## src/rtl/phase_vec_pkg.sv

```systemverilog
// Shared definitions for the phase/frequency vector read path.
// Holds the sequencer state encoding and the default geometry of the
// phase/frequency vector SRAM. There are no ports.

package phase_vec_pkg;

    localparam int PV_DEPTH      = 2048;
    localparam int PV_ADDR_WIDTH = 12;
    localparam int PV_DATA_WIDTH = 16;
    localparam int MAX_PAIRS     = PV_DEPTH / 2;

    typedef enum logic [1:0] {
        IDLE  = 2'd0,
        RUN   = 2'd1,
        DRAIN = 2'd2,
        DONE  = 2'd3
    } pv_state_e;

endpackage

```

## src/rtl/pair_skid_fifo.sv

```systemverilog
// pair_skid_fifo: 2-entry first-word-fall-through FIFO for sample pairs.
//
// Ports:
//   clk, rst_n   clock, synchronous active-low reset
//   flush        discards all stored entries (wins over push)
//   push         write push_data this cycle
//   push_data    incoming pair {even, odd}
//   pop          consumer takes the head this cycle (ignored when !valid)
//   count        number of stored entries (0..2)
//   valid        head is available
//   head         head entry
//
// When the FIFO is empty, an incoming push is presented on head in the same
// cycle. This lets a pair returned by the SRAM reach the consumer in the
// cycle it arrives, which gives one pair per cycle with a single outstanding
// read. A bypassed pair that is not taken is stored and shown again from
// storage, so head stays stable while stalled.

module pair_skid_fifo #(
    parameter int WIDTH = 32
) (
    input  logic             clk,
    input  logic             rst_n,
    input  logic             flush,
    input  logic             push,
    input  logic [WIDTH-1:0] push_data,
    input  logic             pop,
    output logic [1:0]       count,
    output logic             valid,
    output logic [WIDTH-1:0] head
);

    logic [WIDTH-1:0] mem_q [2];
    logic [WIDTH-1:0] mem_d [2];
    logic             rd_ptr_q, rd_ptr_d;
    logic [1:0]       count_q, count_d;
    logic             pop_eff;
    logic             bypass;
    logic             store;
    logic             take;

    always_comb begin
        mem_d    = mem_q;
        rd_ptr_d = rd_ptr_q;
        count_d  = count_q;

        valid = (count_q != 2'd0) || push;
        if (count_q != 2'd0) begin
            head = mem_q[rd_ptr_q];
        end else if (push) begin
            head = push_data;
        end else begin
            head = '0;
        end

        pop_eff = pop && valid;
        // Pair arrives into an empty FIFO and is consumed immediately.
        bypass  = push && pop_eff && (count_q == 2'd0);
        store   = push && !bypass && (count_q != 2'd2);
        take    = pop_eff && (count_q != 2'd0);

        if (store) begin
            // Write slot is the one after the head (mod 2).
            mem_d[rd_ptr_q ^ count_q[0]] = push_data;
        end
        if (take) begin
            rd_ptr_d = ~rd_ptr_q;
        end
        count_d = count_q + {1'b0, store} - {1'b0, take};

        if (flush) begin
            count_d  = 2'd0;
            rd_ptr_d = 1'b0;
        end
    end

    always_ff @(posedge clk) begin
        if (!rst_n) begin
            mem_q[0] <= '0;
            mem_q[1] <= '0;
            rd_ptr_q <= 1'b0;
            count_q  <= 2'd0;
        end else begin
            mem_q[0] <= mem_d[0];
            mem_q[1] <= mem_d[1];
            rd_ptr_q <= rd_ptr_d;
            count_q  <= count_d;
        end
    end

    assign count = count_q;

endmodule

```

## src/rtl/phase_vec_read_sequencer.sv

```systemverilog
// phase_vec_read_sequencer: burst reader for the phase/frequency vector SRAM.
//
// Reads sample pairs using both SRAM read ports in parallel (R port for the
// first address of a pair, R/W port for the second) and hands them to the
// kernel estimator through a 2-entry FWFT FIFO with credit-based issue.
//
// Ports:
//   clk, rst_n            clock, synchronous active-low reset
//   start                 burst request pulse (accepted in IDLE with load=0)
//   base_adr, num_pairs   burst base address and pair count, sampled on start
//   load                  SRAM loading active; aborts a running burst
//   ren, rwen             read enables to the SRAM interface
//   radr, rwadr           read addresses to the SRAM interface
//   rdata, rwdata         read data, valid one cycle after the enable
//   out_valid, out_ready  pair handshake to the consumer
//   out_even, out_odd     pair samples at base+2k and base+2k+1
//   busy                  burst in progress (RUN or DRAIN)
//   done                  one-cycle pulse at burst end or abort
//   aborted               sticky abort flag, cleared by the next accepted start
//
// state | meaning
// IDLE  | waiting for start with load=0
// RUN   | issuing pair reads while credit allows
// DRAIN | all reads issued, waiting for the last pair to leave the FIFO
// DONE  | done pulse, then back to IDLE

module phase_vec_read_sequencer
    import phase_vec_pkg::*;
#(
    parameter int DATA_WIDTH = PV_DATA_WIDTH,
    parameter int ADDR_WIDTH = PV_ADDR_WIDTH,
    parameter int DEPTH      = PV_DEPTH
) (
    input  logic                  clk,
    input  logic                  rst_n,
    input  logic                  start,
    input  logic [ADDR_WIDTH-1:0] base_adr,
    input  logic [ADDR_WIDTH-1:0] num_pairs,
    input  logic                  load,
    output logic                  ren,
    output logic                  rwen,
    output logic [ADDR_WIDTH-1:0] radr,
    output logic [ADDR_WIDTH-1:0] rwadr,
    input  logic [DATA_WIDTH-1:0] rdata,
    input  logic [DATA_WIDTH-1:0] rwdata,
    output logic                  out_valid,
    input  logic                  out_ready,
    output logic [DATA_WIDTH-1:0] out_even,
    output logic [DATA_WIDTH-1:0] out_odd,
    output logic                  busy,
    output logic                  done,
    output logic                  aborted
);

    localparam int                    SUM_W       = ADDR_WIDTH + 1;
    localparam logic [SUM_W-1:0]      DEPTH_S     = SUM_W'(DEPTH);
    localparam logic [ADDR_WIDTH-1:0] MAX_PAIRS_A = ADDR_WIDTH'(DEPTH / 2);

    // base < DEPTH and 2k+1 < DEPTH, so one conditional subtract is enough.
    function automatic logic [ADDR_WIDTH-1:0] wrap_adr(input logic [SUM_W-1:0] s);
        logic [SUM_W-1:0] r;
        r = (s >= DEPTH_S) ? (s - DEPTH_S) : s;
        return ADDR_WIDTH'(r);
    endfunction

    pv_state_e             state_q, state_d;
    logic [ADDR_WIDTH-1:0] base_q, base_d;
    logic [ADDR_WIDTH-1:0] cnt_q, cnt_d;
    logic [ADDR_WIDTH-1:0] k_q, k_d;
    logic                  inflight_q, inflight_d;
    logic                  aborted_q, aborted_d;

    logic [ADDR_WIDTH-1:0] base_mod;
    logic [ADDR_WIDTH-1:0] cnt_sat;
    logic [ADDR_WIDTH-1:0] k_inc;
    logic [SUM_W-1:0]      sum_even;
    logic [SUM_W-1:0]      sum_odd;
    logic [ADDR_WIDTH-1:0] adr_even;
    logic [ADDR_WIDTH-1:0] adr_odd;

    logic [1:0]              fifo_count;
    logic                    fifo_valid;
    logic [2*DATA_WIDTH-1:0] fifo_head;
    logic                    push;
    logic                    pop;
    logic                    abort;
    logic                    issue;
    logic [2:0]              occ;
    logic [2:0]              drain_next;

    assign base_mod = ADDR_WIDTH'({1'b0, base_adr} % DEPTH_S);
    assign cnt_sat  = (num_pairs > MAX_PAIRS_A) ? MAX_PAIRS_A : num_pairs;
    assign k_inc    = k_q + 1'b1;

    assign sum_even = {1'b0, base_q} + {k_q, 1'b0};
    assign sum_odd  = sum_even + 1'b1;
    assign adr_even = wrap_adr(sum_even);
    assign adr_odd  = wrap_adr(sum_odd);

    assign abort = load && ((state_q == RUN) || (state_q == DRAIN));
    // Data returned during an abort cycle is discarded along with the FIFO.
    assign push  = inflight_q && !abort;
    assign pop   = fifo_valid && out_ready;

    // Occupancy once this cycle's pop is taken; one more read may be in
    // flight only if the FIFO can still absorb it next cycle.
    assign occ        = {1'b0, fifo_count} + {2'b00, inflight_q} - {2'b00, pop};
    assign issue      = (state_q == RUN) && !load && (occ < 3'd2);
    assign drain_next = {1'b0, fifo_count} + {2'b00, push} - {2'b00, pop};

    always_comb begin
        state_d    = state_q;
        base_d     = base_q;
        cnt_d      = cnt_q;
        k_d        = k_q;
        aborted_d  = aborted_q;
        inflight_d = issue;

        case (state_q)
            IDLE: begin
                if (start && !load) begin
                    base_d    = base_mod;
                    cnt_d     = cnt_sat;
                    k_d       = '0;
                    aborted_d = 1'b0;
                    state_d   = (num_pairs == '0) ? DONE : RUN;
                end
            end
            RUN: begin
                if (abort) begin
                    aborted_d = 1'b1;
                    state_d   = DONE;
                end else if (issue) begin
                    k_d = k_inc;
                    if (k_inc == cnt_q) begin
                        state_d = DRAIN;
                    end
                end
            end
            DRAIN: begin
                if (abort) begin
                    aborted_d = 1'b1;
                    state_d   = DONE;
                end else if (drain_next == 3'd0) begin
                    // No read in flight after this edge and FIFO empties now.
                    state_d = DONE;
                end
            end
            DONE: begin
                state_d = IDLE;
            end
            default: begin
                state_d = IDLE;
            end
        endcase
    end

    always_ff @(posedge clk) begin
        if (!rst_n) begin
            state_q    <= IDLE;
            base_q     <= '0;
            cnt_q      <= '0;
            k_q        <= '0;
            inflight_q <= 1'b0;
            aborted_q  <= 1'b0;
        end else begin
            state_q    <= state_d;
            base_q     <= base_d;
            cnt_q      <= cnt_d;
            k_q        <= k_d;
            inflight_q <= inflight_d;
            aborted_q  <= aborted_d;
        end
    end

    pair_skid_fifo #(
        .WIDTH (2 * DATA_WIDTH)
    ) u_fifo (
        .clk       (clk),
        .rst_n     (rst_n),
        .flush     (abort),
        .push      (push),
        .push_data ({rdata, rwdata}),
        .pop       (pop),
        .count     (fifo_count),
        .valid     (fifo_valid),
        .head      (fifo_head)
    );

    assign ren       = issue;
    assign rwen      = issue;
    assign radr      = issue ? adr_even : '0;
    assign rwadr     = issue ? adr_odd : '0;
    assign out_valid = fifo_valid;
    assign out_even  = fifo_head[2*DATA_WIDTH-1:DATA_WIDTH];
    assign out_odd   = fifo_head[DATA_WIDTH-1:0];
    assign busy      = (state_q == RUN) || (state_q == DRAIN);
    assign done      = (state_q == DONE);
    assign aborted   = aborted_q;

endmodule

```

## config.mk

```make
export PLATFORM = sky130hd
export DESIGN_NAME = phase_vec_read_sequencer
export DESIGN_NICKNAME = d
export VERILOG_FILES = /design/src/rtl/phase_vec_pkg.sv /design/src/rtl/pair_skid_fifo.sv /design/src/rtl/phase_vec_read_sequencer.sv
export SDC_FILE = /design/constraint.sdc
export NUM_CORES = 1
export LEC_CHECK = 0
export ABC_AREA = 1
export BUFFER_PORTS_ARGS = -buffer_cell sky130_fd_sc_hd__buf_2
export CAP_MARGIN = 10
export CORE_ASPECT_RATIO = 1.5
export CORE_MARGIN = 2
export CORE_UTILIZATION = 60
export CTS_CLUSTER_DIAMETER = 30
export DETAILED_ROUTE_END_ITERATION = 8
export PLACE_DENSITY = 0.86
export SYNTH_ARGS = -nofsm -noshare
export SYNTH_HDL_FRONTEND = slang
export SYNTH_SLANG_ARGS = --single-unit
export TNS_END_PERCENT = 5
```

## constraint.sdc

```tcl
create_clock -name clk -period 8.08 [get_ports clk]
set_input_delay 2.02 -clock clk [delete_from_list [all_inputs] [get_ports clk]]
set_output_delay 2.02 -clock clk [all_outputs]
set_load 0.1 [all_outputs]
```

==> metrics.md <==
| Metric | Value |
|---|---|
| Synth top area share | `0.3414` |
| Worst setup EP type | `output port` |
| Total standard cell area after synthesis | `6216 sq um` |
| Combinational family with the most area after synthesis | `simple AND/OR/NAND/NOR gates` |
| Post-detailed-route via-to-cell ratio | `5.645` |
| Initial core utilization | `0.6133` |
| Critical path buffers and inverters | `6` |
| Clock slew at reported path FFs | `0.07 ns` |
| CP peak stage delay | `0.42 ns` |
| Die Outline Area | `11210 sq um` |
| Synth Net Count | `1039` |
| Startpoint kind of the worst setup timing path | `input pin` |
| Clk Latency, worst-skew pair | `0.34 ns` |
| Total wire length | `16450 um` |
| Data required time at the worst endpoint | `6.06 ns` |
| First-pass GRT wire length | `27030 um` |
| Setup total negative slack | `0 ns` |
| TritonCTS clock tree | `built` |
| Largest driver fanout on the critical path | `20` |
| Sequential cell area | `2123 sq um` |
| Cells along the critical path | `buf_2, nand2_1, inv_1, nor2_2, inv_1, a21oi_1, ha_1, nor2_1, fa_1, nor2_1, nand2_1, buf_4, clkinv_1, o21ai_0, a21oi_1, buf_12` |
| Placed Instance Area | `6969 sq um` |
| Area of the multi-input gates | `3520 sq um` |
| Data arrival time of the critical path | `4.61 ns` |
| Via count of the first global-routing pass | `6087` |
| Fraction of synthesized area in multiplexers | `0` |
| Crit Path Class | `input pin to output port` |
| Routability congestion estimate | `0.9241` |
| Max Cap Violations | `0` |
| Number of core rows | `45` |
| Die extent in y | `128.7 um` |
| Most used cells in the layout excluding fill and tap cells | `208 x sky130_fd_sc_hd__nand2_1, 148 x sky130_fd_sc_hd__a21oi_1, 111 x sky130_fd_sc_hd__buf_2` |
| Total of endpoints with negative setup slack in the final report | `0` |
| Post-CTS setup buffer count | `0` |
| Fraction of the yosys area taken by sequential cells | `0.3414` |
| Placed insts | `1146` |
| Final non-filler cell total | `1162` |
| Diode insertion count for antenna repair | `0` |
| Dominant synthesized flop cell | `sky130_fd_sc_hd__dfxtp_1` |
| Filler cell count | `933` |
| Width of the die | `87.11 um` |
| Aggregate global routing overflow | `0` |
| Post-CTS Resized | `0` |
| Fraction of the mapped netlist area in compound gates | `0.2083` |
| Core Footprint | `10130 sq um` |
| Power per cell area | `231.8 nW/um^2` |
| Number of slew-limit violations in the final report | `0` |
| Net count, final | `1125` |
| Setup repair after global routing missed its margin | `false` |
| Number of enable flip-flop cells after synthesis | `0` |
| Vias post-DR | `6559` |
| Post-synthesis share of cell area spent on and, or, nand and nor gates | `0.2899` |
| Number of warnings reported in the yosys synthesis log | `0` |
| I/O pin cnt | `123` |
| Post-route DRC violation count | `0` |
| Pin count of the biggest net entering global routing | `68` |
| HP Class | `flop to flop` |
| Highest Clock Rate | `150.9 MHz` |
| Buffer levels on the longest clock path | `2` |
| Detail Route Antenna Nets | `0` |
| Fraction of registers with async set or reset after synthesis | `0` |
| Number of storage elements in the synthesis netlist | `106` |
| Cell chosen for the clock root | `sky130_fd_sc_hd__clkbuf_16` |
| Top cell family by delay on the critical path | `buffers and inverters` |
| Area Growth Syn to Fin | `16.97%` |
| Post-DP HPWL | `11390 um` |
| Cts bufs inserted | `9` |
| Max IR drop VDD | `0.0001535 V` |
| Cells taking the most area after synthesis | `sky130_fd_sc_hd__dfxtp_1 34%, sky130_fd_sc_hd__nand2_1 13%, sky130_fd_sc_hd__a21oi_1 12%, sky130_fd_sc_hd__nand3_1 8.5%, sky130_fd_sc_hd__o21ai_0 6.4%` |
| Global routing usage summed across all routing layers | `0.2975` |
| Xor and xnor area share after synthesis | `0.01369` |
| Cts-stage hold buffer count | `0` |
| Post-route minimum period | `6.628 ns` |
| Most common library cell in the layout ignoring fill and taps | `sky130_fd_sc_hd__nand2_1` |
| Port bufs | `121` |
| Synth area leader | `sky130_fd_sc_hd__dfxtp_1` |
| Count of H-tree levels built during CTS | `3` |
| Max-slew headroom at the worst pin | `0.2262` |
| Static Leak | `0.003203 uW` |
| Library cells used by synthesis | `38` |
| Number of antenna violations at the first check in global routing | `0` |
| Worst setup skew after layout | `0.007209 ns` |
| Clk sink count | `106` |
| Slowest-stage cell, CP | `sky130_fd_sc_hd__fa_1` |
| DR WL/cell | `14.15 um` |
| Number of detailed-routing iterations run before antenna repair | `5` |
| Proportion of layout cells with a drive suffix above 1 | `0.1598` |
| Synth Area per Inst | `6.516 sq um` |
| Tcrit/Tclk final | `0.8203` |
| Count of final hold-check violations | `0` |
| Final Cell Area | `7271 sq um` |
| Number of DRC violations after detailed-routing iteration 0 | `315` |
| Slew of the pin with the lowest slew margin | `1.161 ns` |
| Number of instances in the synthesized netlist | `954` |
| Post-synthesis share of cell area spent on full adders, half adders and majority gates | `0.05193` |
| Status | `finished clean` |
[tightest hold or removal path, cell delays in order (launching register included)]
cell	delay (ns)
sky130_fd_sc_hd__dfxtp_1	0.30
sky130_fd_sc_hd__inv_1	0.06
sky130_fd_sc_hd__a21oi_1	0.05
[logic make-up after synthesis]
family / Yosys count
flip-flops: 106
AO/OA/AOI/OAI: 249
adder cells (fa/ha/maj): 24
AND/OR/NAND/NOR: 415
XOR/XNOR: 8
buffers and inverters: 152
[power by group]
part | total [uW] | switching (uW) | internal [uW]
clock | 449 | 205 | 244
sequential | 590 | 34.0 | 556
combinational | 647 | 500 | 147
[Yosys cell counts, types with 6 or more instances]
library cell,count
sky130_fd_sc_hd__ha_1,21
sky130_fd_sc_hd__a21oi_1,148
sky130_fd_sc_hd__clkbuf_1,40
sky130_fd_sc_hd__buf_2,6
sky130_fd_sc_hd__inv_1,95
sky130_fd_sc_hd__dfxtp_1,106
sky130_fd_sc_hd__nand2_1,208
sky130_fd_sc_hd__nand2_2,7
sky130_fd_sc_hd__nand4_1,12
sky130_fd_sc_hd__nand3_1,105
sky130_fd_sc_hd__nor2_1,65
sky130_fd_sc_hd__o21ai_0,80
sky130_fd_sc_hd__a211oi_1,9
[path summary, 6_finish.rpt]
kind / cells after the start / start / slack [ns] / to
setup / recovery: 16 / load / 1.45 / rwadr[2]
hold / removal: 2 / u_fifo.mem_q[27] / 0.46 / u_fifo.mem_q[27]
setup reg to reg: 19 / state_q[0] / 4.44 / k_q[7]
hold reg to reg: 2 / u_fifo.mem_q[27] / 0.46 / u_fifo.mem_q[27]
[layout make-up]
type	instances	share of cell area
timing repair buffer	128	0.1112
tap	117	0.02013
inverter	99	0.05111
clock buffer	9	0.03098
sequential	106	0.2920
clock inverter	7	0.01050
multi-input combinational	696	0.4841
[sequential cells by signal, summed over array words and instances (netlist names)]
signal / cells
inflight_q: 1
u_fifo.count: 2
u_fifo.rd_ptr_q: 1
base_q: 11
k_q: 12
state_q: 2
aborted: 1
u_fifo.mem_q: 64
cnt_q: 12
[metrics by stage]
step | setup slack [ns] | utilization | hold WS, ns | total power (uW)
after CTS | 1.435 | 0.7174 | 0.4561 | 1688
after global placement | 1.511 | 0.6877 | 0.4393 | 1235
after detailed placement | 1.449 | 0.6877 | 0.4449 | 1245
final | 1.452 | 0.7174 | 0.4556 | 1685
after global routing | 1.185 | 0.7174 | 0.4745 | 1769
after floorplan | 0.08540 | - | 0.4297 | 1107
[per-layer routing]
layer / vias up / global-route usage / wire length (um)
met2: 188 / 0.5564 / 8861
met3: 35 / 0.04298 / 650
met5: - / 0 / 0
li1: 3328 / - / -
met1: 3008 / 0.3270 / 6465
met4: 0 / 0.1285 / 468
(Power assumes the default switching activity.)
